## config.mk

```make
export PLATFORM = sky130hd
export DESIGN_NAME = rhs_convert_sequencer
export DESIGN_NICKNAME = d
export VERILOG_FILES = /design/src/rtl/rhs_convert_sequencer.sv
export SDC_FILE = /design/constraint.sdc
export NUM_CORES = 1
export LEC_CHECK = 0
export BUFFER_PORTS_ARGS = -buffer_cell sky130_fd_sc_hd__buf_2
export CAP_MARGIN = 20
export CORE_ASPECT_RATIO = 0.75
export CORE_UTILIZATION = 35
export CTS_BUF_LIST = sky130_fd_sc_hd__clkbuf_8
export DETAILED_ROUTE_END_ITERATION = 8
export PLACE_DENSITY_LB_ADDON = 0.08
export SKIP_CTS_REPAIR_TIMING = 1
export SLEW_MARGIN = 15
export SYNTH_ARGS = -nofsm -noshare
export SYNTH_HDL_FRONTEND = slang
export SYNTH_SLANG_ARGS = --single-unit
export TNS_END_PERCENT = 10
```

## constraint.sdc

```tcl
create_clock -name clk -period 2.9 [get_ports clk]
set_input_delay 0.58 -clock clk [delete_from_list [all_inputs] [get_ports clk]]
set_output_delay 0.58 -clock clk [all_outputs]
set_load 0.02 [all_outputs]
```

## src/rtl/rhs_convert_sequencer.sv

```systemverilog
// SPI master sweeping CONVERT commands over NUM_CHANNELS of an RHS front-end, tagging each result with its channel.
// Optional macro RHS_SEQ_FRAME_CNT_EN adds a free-running 32-bit frame counter output (frame_cnt).
module rhs_convert_sequencer #(
  parameter int NUM_CHANNELS   = 16,
  parameter int CLK_DIV        = 2,
  parameter int CS_HIGH_CYCLES = 4
) (
  input  logic        clk,
  input  logic        rstn,
  input  logic        enable,
  output logic        SCLK,
  output logic        CS,
  output logic        MOSI,
  input  logic        MISO,
  output logic        busy,
  output logic        sample_valid,
  output logic [15:0] sample_data,
  output logic [4:0]  sample_channel,
  output logic        sweep_done
`ifdef RHS_SEQ_FRAME_CNT_EN
  ,
  output logic [31:0] frame_cnt
`endif
);

  localparam int CNT_MAX = (CLK_DIV > CS_HIGH_CYCLES) ? CLK_DIV : CS_HIGH_CYCLES;
  localparam int CW      = (CNT_MAX > 1) ? $clog2(CNT_MAX) : 1;
  localparam logic [CW-1:0] DIV_LOAD  = CW'(CLK_DIV - 1);
  localparam logic [CW-1:0] GAP_LOAD  = CW'(CS_HIGH_CYCLES - 1);
  localparam logic [4:0]    LAST_CHAN = 5'(NUM_CHANNELS - 1);

  typedef enum logic [2:0] {IDLE, LEAD, SHIFT, TRAIL, GAP} state_t;

  state_t          state;
  logic [CW-1:0]   cnt;
  logic [4:0]      bit_idx;
  logic [4:0]      cmd_chan;
  logic [1:0]      fill;
  logic [31:0]     tx;
  logic [31:0]     rx;
  logic [4:0]      next_chan;
  logic [4:0]      result_chan;
  logic [31:0]     load_word;

  function automatic logic [31:0] cmd_word(input logic [4:0] ch);
    return {2'b00, 8'h00, 1'b0, ch, 16'h0000};
  endfunction

  // Results lag the command stream by two frames in the front-end pipeline.
  always_comb begin
    next_chan   = (cmd_chan == LAST_CHAN) ? 5'd0 : cmd_chan + 5'd1;
    result_chan = (cmd_chan >= 5'd2) ? cmd_chan - 5'd2 : cmd_chan + 5'(NUM_CHANNELS - 2);
    load_word   = cmd_word((state == GAP) ? next_chan : cmd_chan);
  end

  always_ff @(posedge clk or negedge rstn) begin
    if (!rstn) begin
      state          <= IDLE;
      cnt            <= '0;
      bit_idx        <= 5'd0;
      cmd_chan       <= 5'd0;
      fill           <= 2'd0;
      tx             <= 32'd0;
      rx             <= 32'd0;
      SCLK           <= 1'b0;
      CS             <= 1'b1;
      MOSI           <= 1'b0;
      busy           <= 1'b0;
      sample_valid   <= 1'b0;
      sample_data    <= 16'd0;
      sample_channel <= 5'd0;
      sweep_done     <= 1'b0;
`ifdef RHS_SEQ_FRAME_CNT_EN
      frame_cnt      <= 32'd0;
`endif
    end else begin
      sample_valid <= 1'b0;
      sweep_done   <= 1'b0;
      case (state)
        IDLE: begin
          if (enable) begin
            state <= LEAD;
            CS    <= 1'b0;
            busy  <= 1'b1;
            tx    <= load_word;
            MOSI  <= load_word[31];
            cnt   <= DIV_LOAD;
          end
        end
        LEAD: begin
          if (cnt == '0) begin
            state   <= SHIFT;
            SCLK    <= 1'b1;
            rx      <= {rx[30:0], MISO};
            bit_idx <= 5'd0;
            cnt     <= DIV_LOAD;
          end else begin
            cnt <= cnt - CW'(1);
          end
        end
        SHIFT: begin
          if (cnt != '0) begin
            cnt <= cnt - CW'(1);
          end else begin
            cnt <= DIV_LOAD;
            if (SCLK) begin
              SCLK <= 1'b0;
              tx   <= {tx[30:0], 1'b0};
              MOSI <= tx[30];
            end else if (bit_idx == 5'd31) begin
              state <= TRAIL;
            end else begin
              bit_idx <= bit_idx + 5'd1;
              SCLK    <= 1'b1;
              rx      <= {rx[30:0], MISO};
            end
          end
        end
        TRAIL: begin
          if (cnt == '0) begin
            state <= GAP;
            CS    <= 1'b1;
            cnt   <= GAP_LOAD;
            fill  <= (fill == 2'd2) ? 2'd2 : fill + 2'd1;
            if (fill == 2'd2) begin
              sample_valid   <= 1'b1;
              sample_data    <= rx[31:16];
              sample_channel <= result_chan;
              sweep_done     <= (result_chan == LAST_CHAN);
            end
`ifdef RHS_SEQ_FRAME_CNT_EN
            frame_cnt <= frame_cnt + 32'd1;
`endif
          end else begin
            cnt <= cnt - CW'(1);
          end
        end
        GAP: begin
          if (cnt != '0) begin
            cnt <= cnt - CW'(1);
          end else if (enable) begin
            state    <= LEAD;
            CS       <= 1'b0;
            cmd_chan <= next_chan;
            tx       <= load_word;
            MOSI     <= load_word[31];
            cnt      <= DIV_LOAD;
          end else begin
            // A restart must begin at channel 0 and refill the result pipeline.
            state    <= IDLE;
            busy     <= 1'b0;
            fill     <= 2'd0;
            cmd_chan <= 5'd0;
          end
        end
        default: state <= IDLE;
      endcase
    end
  end

endmodule
```

# --- Yosys cells after proc, flatten, opt, wreduce, memory -nomap -nowiden ---
# Cells that the tools add are included.
# W data, S select, Z words.
totals:
  reg_bits: 108
  in_bits: 4
  out_inout_bits: 27
  wordCells: 121
classes:
  add_sub_neg: 6
  order_cmp: 1
  eq_ne: 18
  muxes: 62
  n_bitwise: 1
  reduce_logical: 18
op_table:
  columns: ["operator", "n"]
  rows:
  - ["$mux W32", 8]
  - ["$pmux W32 S3", 1]
  - ["$pmux W32 S2", 1]
  - ["$mux W5", 8]
  - ["$mux W3", 7]
  - ["$mux W1", 20]
  - ["$ne A2 B2 Y1 const B", 10]
  - ["$mux W2", 9]
  - ["$pmux W3 S5", 1]
  - ["$reduce_and A4 Y1", 3]
  - ["$add A5 B1 Y5 const B", 2]
  - ["$eq A5 B4 Y1 const B", 2]
  - ["$pmux W2 S5", 1]
  - ["$pmux W5 S2", 1]
  - ["$reduce_and A3 Y1", 3]
  - ["$reduce_bool A2 Y1", 4]
  - ["$reduce_and A7 Y1", 1]
  - ["$eq A3 B2 Y1 const B", 2]
  - ["$pmux W1 S3", 2]
  - ["$reduce_bool A3 Y1", 2]
  - ["$add A5 B4 Y5 const B", 1]
  - ["$eq A5 B5 Y1 const B", 1]
  - ["$ge A5 B2 Y1 const B", 1]
  - ["$reduce_and A5 Y1", 1]
  - ["other kinds (13)", 14]

# --- Logic depth before layout (Yosys ltp) ---
# Gate-level depths: netlist (run 1).
logic_depth:
  word_depth: 6
  depth_mapped: 9

# --- Least setup slack after synthesis (run 1) ---
# No wires, ideal clock.
synth_path:
  path_kind: "flip-flop to flip-flop"
  from: "reg bit_idx[0]"
  to: "reg rx[0]"
  arrival_ps: 1967
  t_required_ps: 2775
  setup_slack_ps: 808
  stages_incl_launch_ff: 8
  n_path_buf: 1
  synth_period_minus_slack_ps: 2092
  path_cell_list: "dfrtp_1 -> ha_1 -> and3_1 -> ha_1 -> nor4b_4 -> o21ai_4 -> buf_6 -> mux2_4"
synth_between:
  elab_chain_cells: 3
synth_lines:
  columns: ["element", "line", "text"]
  rows:
  - ["start, declared", "36", "logic [4:0] bit_idx;"]
  - ["start signal, assigned", "113", "bit_idx <= bit_idx + 5'd1;"]
  - ["$eq A5 B5 Y1", "110", "end else if (bit_idx == 5'd31) begin"]
  - ["$ne A2 B2 Y1 (no source line)", null, null]
  - ["$reduce_and A5 Y1 (no source line)", null, null]
  - ["end signal, assigned", "94", "rx <= {rx[30:0], MISO};"]
  - ["end signal, assigned", "115", "rx <= {rx[30:0], MISO};"]
  - ["end, declared", "40", "logic [31:0] rx;"]
# Every way passes these cells.
# A chain may end at the register's enable or synchronous reset.

# --- Worst setup path after layout (run 1) ---
layout_path:
  from: "reg bit_idx[0]"
  to: "reg rx[31]"
# The elaborated chain is that of the path after synthesis.

==> flow_summary_export.csv, run 1 <==
group,metric,value,unit
critical_path,path_cells,"ha_1, and3_1, ha_1, nor4b_4, o21ai_4, buf_4, mux2_4",
critical_path,cp_common_cell,"ha_1",
outcome,status,"completed",
power,totalPowerFinal,4.11,mW
global_routing,grt_antenna_before_repair,0,
timing,worstMarginPinSlew,0.575,ns
cells_and_area,num-fill-cells,1206,
floorplanning,start_util,36.6,%
clocking,cts_root_buf,"clkbuf_8",
routing,postRouteAntennaNets,0,
critical_path,critPathMaxFanout,37,
floorplanning,dieArea,12800,µm²
clocking,clkTransAtPathRegs,0.10,ns
floorplanning,die_y,98.2,µm
synth,async_reset_ff_share,100,%
synth,ys.flop_type,"dfrtp_1",
synth,synthCells,386,
synth,ys_warn_count,0,
timing,skew,0.0127,ns
global_routing,first_global_vias,2884,
hold_path,min_path_type,"primary input to asynchronous set/reset pin",
cells_and_area,n_antenna_cell,0,
synth,yosysTopAreaCellShare,52.1,%
clocking,cts.htree.levels,3,
global_routing,grt_overflow,0,
timing,drv_slew,0,
cells_and_area,fin_area,4840,µm²
global_routing,grt_pass1_wl,14.6,mm
placement,io_buffers,30,
critical_path,cp_top_family,"simple AND/OR/NAND/NOR gates",
synth,synth_area,4320,µm²
critical_path,crit_start,"bit_idx[0]$_DFFE_PN0P_",
routing,wire_per_inst,14.7,µm
critical_path,critPathSlowestCell,"dfrtp_1",
timing,finalCriticalPeriod,2.32,ns
critical_path,cp-end-kind,"flip-flop",
global_routing,grt_usage,14.7,%
placement,place_inst,569,
power,p_leak,2.45,nW
power,p_per_area,850,nW/µm²
routing,routed_wl,8.57,mm
timing,fmax,0.430,GHz
timing,setup_viol,0,
synth,synth_area_leaders,"dfrtp_1, mux2_4, nand2_1, mux2i_1, ha_1",
routing,drt_pre_antenna_iters,4,
critical_path,worstPathRequired,3.14,ns
synth,synth-seq-cells,91,
critical_path,cp-start-kind,"flip-flop",
synth,synth_nets,401,
floorplanning,die_w,130,µm
critical_path,crit_type,"flip-flop to flip-flop",
clocking,numCtsBuffers,9,
critical_path,worstReg2RegStart,"bit_idx[0]$_DFFE_PN0P_",
floorplanning,rows,34,
run,maxCapViolCount,0,
timing,period_share,80.1,%
routing,drt_iter0_markers,143,
routing,vias,2846,
cells_and_area,fin_cells,585,
timing,finalSetupTns,0,ns
cells_and_area,drive_gt1_share,24.6,%
floorplanning,pin_count,31,
timing,fin_ws,0.577,ns
clocking,worstSkewPairLatency,0.36,ns
routing,routed_via_density,4.86,
placement,hpwl,5.50,mm
critical_path,worstPathArrival,2.56,ns
critical_path,cp_slowest_stage_delay,0.43,ns
clocking,cts.path.max_buffers,2,
timing,max_slew_margin,61.7,%
cells_and_area,syn_to_final_growth,11.9,%
power,peakVddDrop,0.319,mV
synth,seq_area_frac_synth,52.7,%
placement,dp_slack,0.599,ns
synth,yosys.area.top_type,"dfrtp_1",
timing,hold_viol,0,
synth,avgSynthCellArea,11.2,µm²
critical_path,crit_buf_inv,1,
synth,ys_types,58,
timing,rsz0062_at_grt,"no",
synth,synth_edf_count,0,
cells_and_area,fin_util,40.9,%
cells_and_area,fin_nets,433,
clocking,tritoncts,"built",
floorplanning,core,11800,µm²
routing,drc,0,
timing,whs,0.187,ns
placement,place_area,4640,µm²
global_routing,grt_max_degree,56,
clocking,cts.sinks,91,
placement,gp_routability_congestion,0.750,
[kinds of logic (layout without fill, tap and decap cells)]
kind of cell | count (synthesis) | in the layout | synth area share, %
AOI/OAI and AO/OA | 63 | 63 | 9.67
xor gates and xnor gates | 2 | 2 | 0.405
adders and majority gates | 11 | 11 | 3.18
buffers and inverters | 45 | 82 | 5.15
DFF | 91 | 91 | 52.7
muxes | 51 | 51 | 15.1
and+or+nand+nor | 123 | 123 | 13.8
[synthesized netlist by cell type (2+ instances only)]
| cell | n |
|---|---|
| dfrtp_1 | 90 |
| nand2_1 | 84 |
| inv_1 | 26 |
| mux2_4 | 26 |
| o21ai_0 | 21 |
| mux2i_1 | 15 |
| ha_1 | 11 |
| mux2_2 | 10 |
| a21oi_1 | 9 |
| buf_6 | 6 |
| clkbuf_1 | 6 |
| nand3_1 | 6 |
| o22ai_1 | 6 |
| buf_2 | 4 |
| nand2b_1 | 4 |
| nor2_1 | 4 |
| a211oi_1 | 3 |
| nand3b_1 | 3 |
| nor3_1 | 3 |
| a211o_1 | 2 |
| a31oi_1 | 2 |
| a32oi_1 | 2 |
| and2_1 | 2 |
| and3_1 | 2 |
| nor2b_1 | 2 |
| o211ai_1 | 2 |
| o21ai_1 | 2 |
| o311ai_0 | 2 |
| o31ai_1 | 2 |
[area by class of cell]
| cell class | instances | area, µm² | area share (%) |
|---|---|---|---|
| inverter | 27 | 101 | 2.09 |
| clock buffer | 10 | 138 | 2.84 |
| timing repair buffer | 39 | 233 | 4.81 |
| clock inverter | 6 | 63.8 | 1.32 |
| sequential | 91 | 2280 | 47.1 |
| tap | 162 | 203 | 4.19 |
| multi-input combinational | 250 | 1820 | 37.7 |
[placed cells by master (no fill, tap or decap), drive strengths merged, types with 7 or more instances in the layout]
cell type / n
dfrtp: 90
mux2i: 15
buf: 39
nand3: 7
inv: 28
mux2: 36
nand2: 84
a21oi: 10
clkbuf: 10
ha: 11
o21ai: 24
[sequential cells by signal, indices dropped and copies added (netlist names), 2 cells and up]
register / flops
bit_idx: 5
sample_channel: 5
sample_data: 16
fill: 2
cnt: 2
cmd_chan: 5
state: 3
tx: 15
rx: 32
[metal layers]
layer / vias up / GRT usage, % / wire length [µm]
met2: 45 / 21.6 / 3510
met5: - / 0 / 0
li1: 1376 / - / -
met3: 12 / 3.95 / 285
met1: 1413 / 21.4 / 4670
met4: 0 / 3.98 / 110
[final timing paths]
| kind | end | slack [ns] | depth (start not counted) |
|---|---|---|---|
| setup / recovery | rx[31]$_DFFE_PN0P_ | 0.58 | 7 |
| hold / removal | fill[0]$_DFFE_PN0P_ | 0.19 | 1 |
| setup reg to reg | rx[31]$_DFFE_PN0P_ | 0.58 | 7 |
| hold reg to reg | sample_data[11]$_DFFE_PN0P_ | 0.47 | 2 |
| max in group asynchronous | sample_data[2]$_DFFE_PN0P_ | 2.04 | 2 |
| min in group clk | rx[0]$_DFFE_PN0P_ | 0.46 | 2 |
[power by group]
| group | internal (mW) | total [mW] | switching [mW] |
|---|---|---|---|
| combinational | 0.679 | 1.52 | 0.837 |
| clock | 0.422 | 0.874 | 0.452 |
| sequential | 1.49 | 1.72 | 0.236 |
| total | 2.59 | 4.11 | 1.53 |
[worst register-to-register path, cell delays in order (launching register included)]
cell	delay (ns)
dfrtp_1	0.43
ha_1	0.24
and3_1	0.19
ha_1	0.23
nor4b_4	0.34
o21ai_4	0.09
buf_4	0.31
mux2_4	0.38
(Power assumes the default switching activity.)
==> run 2, diff against run 1 <==
Settings changed: ABC_AREA set to 1.
Clock period 2.9 ns to 2.3 ns, I/O delays scaled along.
==> run 2 against run 1 <==
Clock skew fell by 0.0016 ns. Via count rose by 5.7%. Die area fell by 4.3%. Fmax rose by 22%. Clock power rose by 26%. Wire length fell by 8.6%. Critical path depth rose by 3. Worst setup slack got worse by 0.18 ns. Synthesized cell count rose by 25%. Global-route usage fell by 0.49 points. Synthesized area fell by 4.3%. First-iteration DRC count rose by 16%.
==> flow_summary_export.csv, run 2 <==
group,metric,value,unit
placement,io_buffers,30,
cells_and_area,final_cell_mix,"nand2_1, dfrtp_1, inv_1, o21ai_1, buf_2",
timing,finalSetupTns,0,ns
floorplanning,pin_count,31,
synth,synth_compound_area_share,8.20,%
clocking,tritoncts,"built",
critical_path,crit_buf_inv,2,
routing,vias,3009,
synth,synth_area,4140,µm²
global_routing,first_global_vias,2824,
cells_and_area,largestRegisters,"rx: 32 flops, sample_data: 16 flops, tx: 15 flops",
synth,synthAdderAreaFrac,3.33,%
synth,synth-simple-area-share,26.1,%
timing,drv_slew,0,
critical_path,cp_slowest_stage_delay,0.44,ns
timing,setup_viol,0,
power,p_leak,2.39,nW
power,p_per_area,595,nW/µm²
timing,hold_viol,0,
synth,ys_types,28,
synth,ys_top_cells_by_count,"nand2_1, dfrtp_1, inv_1",
timing,max_slew_margin,59.8,%
cells_and_area,syn_to_final_growth,12.4,%
critical_path,cp_top_family,"buffers and inverters",
critical_path,crit_type,"flip-flop to flip-flop",
synth,synth_edf_count,0,
global_routing,grt_antenna_before_repair,0,
floorplanning,core,11200,µm²
floorplanning,rows,33,
routing,drc,0,
critical_path,critPathSlowestCell,"buf_4",
floorplanning,start_util,36.8,%
critical_path,critPathMaxFanout,55,
clocking,cts.sinks,91,
cells_and_area,register_area,2280,µm²
clocking,worstSkewPairLatency,0.36,ns
critical_path,cp-start-kind,"flip-flop",
synth,synth_nets,499,
routing,wire_per_inst,11.5,µm
synth,seq_area_frac_synth,55.1,%
placement,gp_routability_congestion,0.786,
timing,fmax,0.525,GHz
placement,place_area,4440,µm²
cells_and_area,num-fill-cells,1155,
global_routing,grt_usage,14.3,%
floorplanning,die_y,96.1,µm
synth,synth_top_family_by_area,"simple AND/OR/NAND/NOR gates",
clocking,cts.htree.levels,3,
outcome,status,"completed",
critical_path,worstPathRequired,2.52,ns
synth,synthCells,484,
cells_and_area,multi_input_area,1570,µm²
critical_path,path_cells,"ha_1, nand2_1, nor2_1, ha_1, inv_1, nand2_1, nand2_2, nand3_4, buf_4, o21ai_0",
synth,synth_area_leaders,"dfrtp_1, nand2_1, o21ai_1, inv_1, ha_1",
timing,finalCriticalPeriod,1.90,ns
routing,routed_wl,7.84,mm
timing,period_share,82.8,%
routing,postRouteAntennaNets,0,
synth,yosysTopAreaCellShare,54.5,%
cells_and_area,fin_area,4650,µm²
synth,yosys.area.top_type,"dfrtp_1",
cells_and_area,top_register,"rx",
synth,ys_warn_count,0,
timing,whs,0.300,ns
synth,synthXorXnorAreaFrac,0.424,%
placement,dp_slack,0.414,ns
run,maxCapViolCount,0,
synth,synthMuxAreaShare,0,%
synth,async_reset_ff_share,100,%
global_routing,grt_max_degree,56,
cells_and_area,n_antenna_cell,0,
cells_and_area,layout_commonest_cell,"nand2_1",
placement,hpwl,5.33,mm
synth,ys.flop_type,"dfrtp_1",
clocking,clkTransAtPathRegs,0.09,ns
global_routing,grt_pass1_wl,13.5,mm
cells_and_area,drive_gt1_share,13.6,%
routing,routed_via_density,4.43,
timing,skew,0.0111,ns
global_routing,grt_overflow,0,
cells_and_area,largest_reg_flops,32,
hold_path,min_path_type,"primary input to flip-flop",
routing,drt_iter0_markers,166,
cells_and_area,fin_nets,532,
timing,rsz0062_at_grt,"no",
power,peakVddDrop,0.276,mV
timing,worstMarginPinSlew,0.602,ns
floorplanning,die_w,128,µm
synth,synth_most_common_cell,"nand2_1",
clocking,cts_root_buf,"clkbuf_8",
critical_path,cp-end-kind,"flip-flop",
timing,fin_ws,0.395,ns
synth,avgSynthCellArea,8.54,µm²
floorplanning,dieArea,12300,µm²
synth,synth-seq-cells,91,
critical_path,worstPathArrival,2.13,ns
clocking,cts.path.max_buffers,2,
clocking,numCtsBuffers,9,
routing,drt_pre_antenna_iters,4,
## run 2: cell count changes in the layout (fill, tap and decap cells not counted), moves of 4 or more
cell,change
o21ai_1,+34
nand2b_1,-4
nand2_1,+114
mux2i_1,-15
inv_1,+17
nand3_1,+18
nor2_1,+11
mux2_4,-26
o21ai_0,-4
mux2_2,-10
## run 2: worst min-delay path: cells and delay by family
kind / cells / cell delay [ns]
buffers and inverters: 1 / 0.08
and+or+nand+nor: 2 / 0.09
## run 2: final timing paths
check,startpoint,end,slack (ns),depth (start not counted)
worst min register to register,sample_channel[3]$_DFFE_PN0P_,sample_channel[3]$_DFFE_PN0P_,0.48,2
worst max register to register,bit_idx[0]$_DFFE_PN0P_,rx[30]$_DFFE_PN0P_,0.40,10
worst min-delay path,MISO,rx[0]$_DFFE_PN0P_,0.30,3
max in group asynchronous,rstn,CS$_DFFE_PN1P_,1.13,3
min in group asynchronous,rstn,sample_valid$_DFF_PN0_,0.52,2
worst max-delay path,bit_idx[0]$_DFFE_PN0P_,rx[30]$_DFFE_PN0P_,0.40,10
## run 2: cell type report
class | count | area share (%)
flip-flops and latches | 91 | 49.0
multi-input cells | 332 | 33.9
inverters | 45 | 3.69
clock buffers | 9 | 2.67
well taps | 157 | 4.23
clock inverters | 7 | 1.62
repair buffers | 38 | 4.90
## run 2: stage by stage
stage               util, %  instances  total power, mW
floorplan                 -        484             1.65
finish                 41.4        679             2.77
CTS                    41.3        678             2.83
global route           41.4        679             2.90
global placement       39.5        662             1.70
detailed placement     39.5        662             1.70
## run 2: cell families (layout without fill, tap and decap cells)
kind of cell,Yosys count,after routing
simple gates,253,253
flops,91,91
buf+inv,61,99
xor+xnor,2,2
compound gates,66,66
fa+ha+maj,11,11
## run 2: power by group
part / switching, mW / total (mW) / internal (mW)
clock network: 0.588 / 1.10 / 0.512
registers: 0.00554 / 1.61 / 1.61
logic: 0.0391 / 0.0519 / 0.0128
total: 0.633 / 2.77 / 2.13
## run 2: metal layers
layer / vias to the layer above / track usage, % / part of all wire (%)
li1: 1587 / - / -
met1: 1373 / 20.5 / 56
met2: 43 / 20.1 / 39
met3: 6 / 4.39 / 4.2
met4: 0 / 4.76 / 0.94
met5: - / 0 / 0
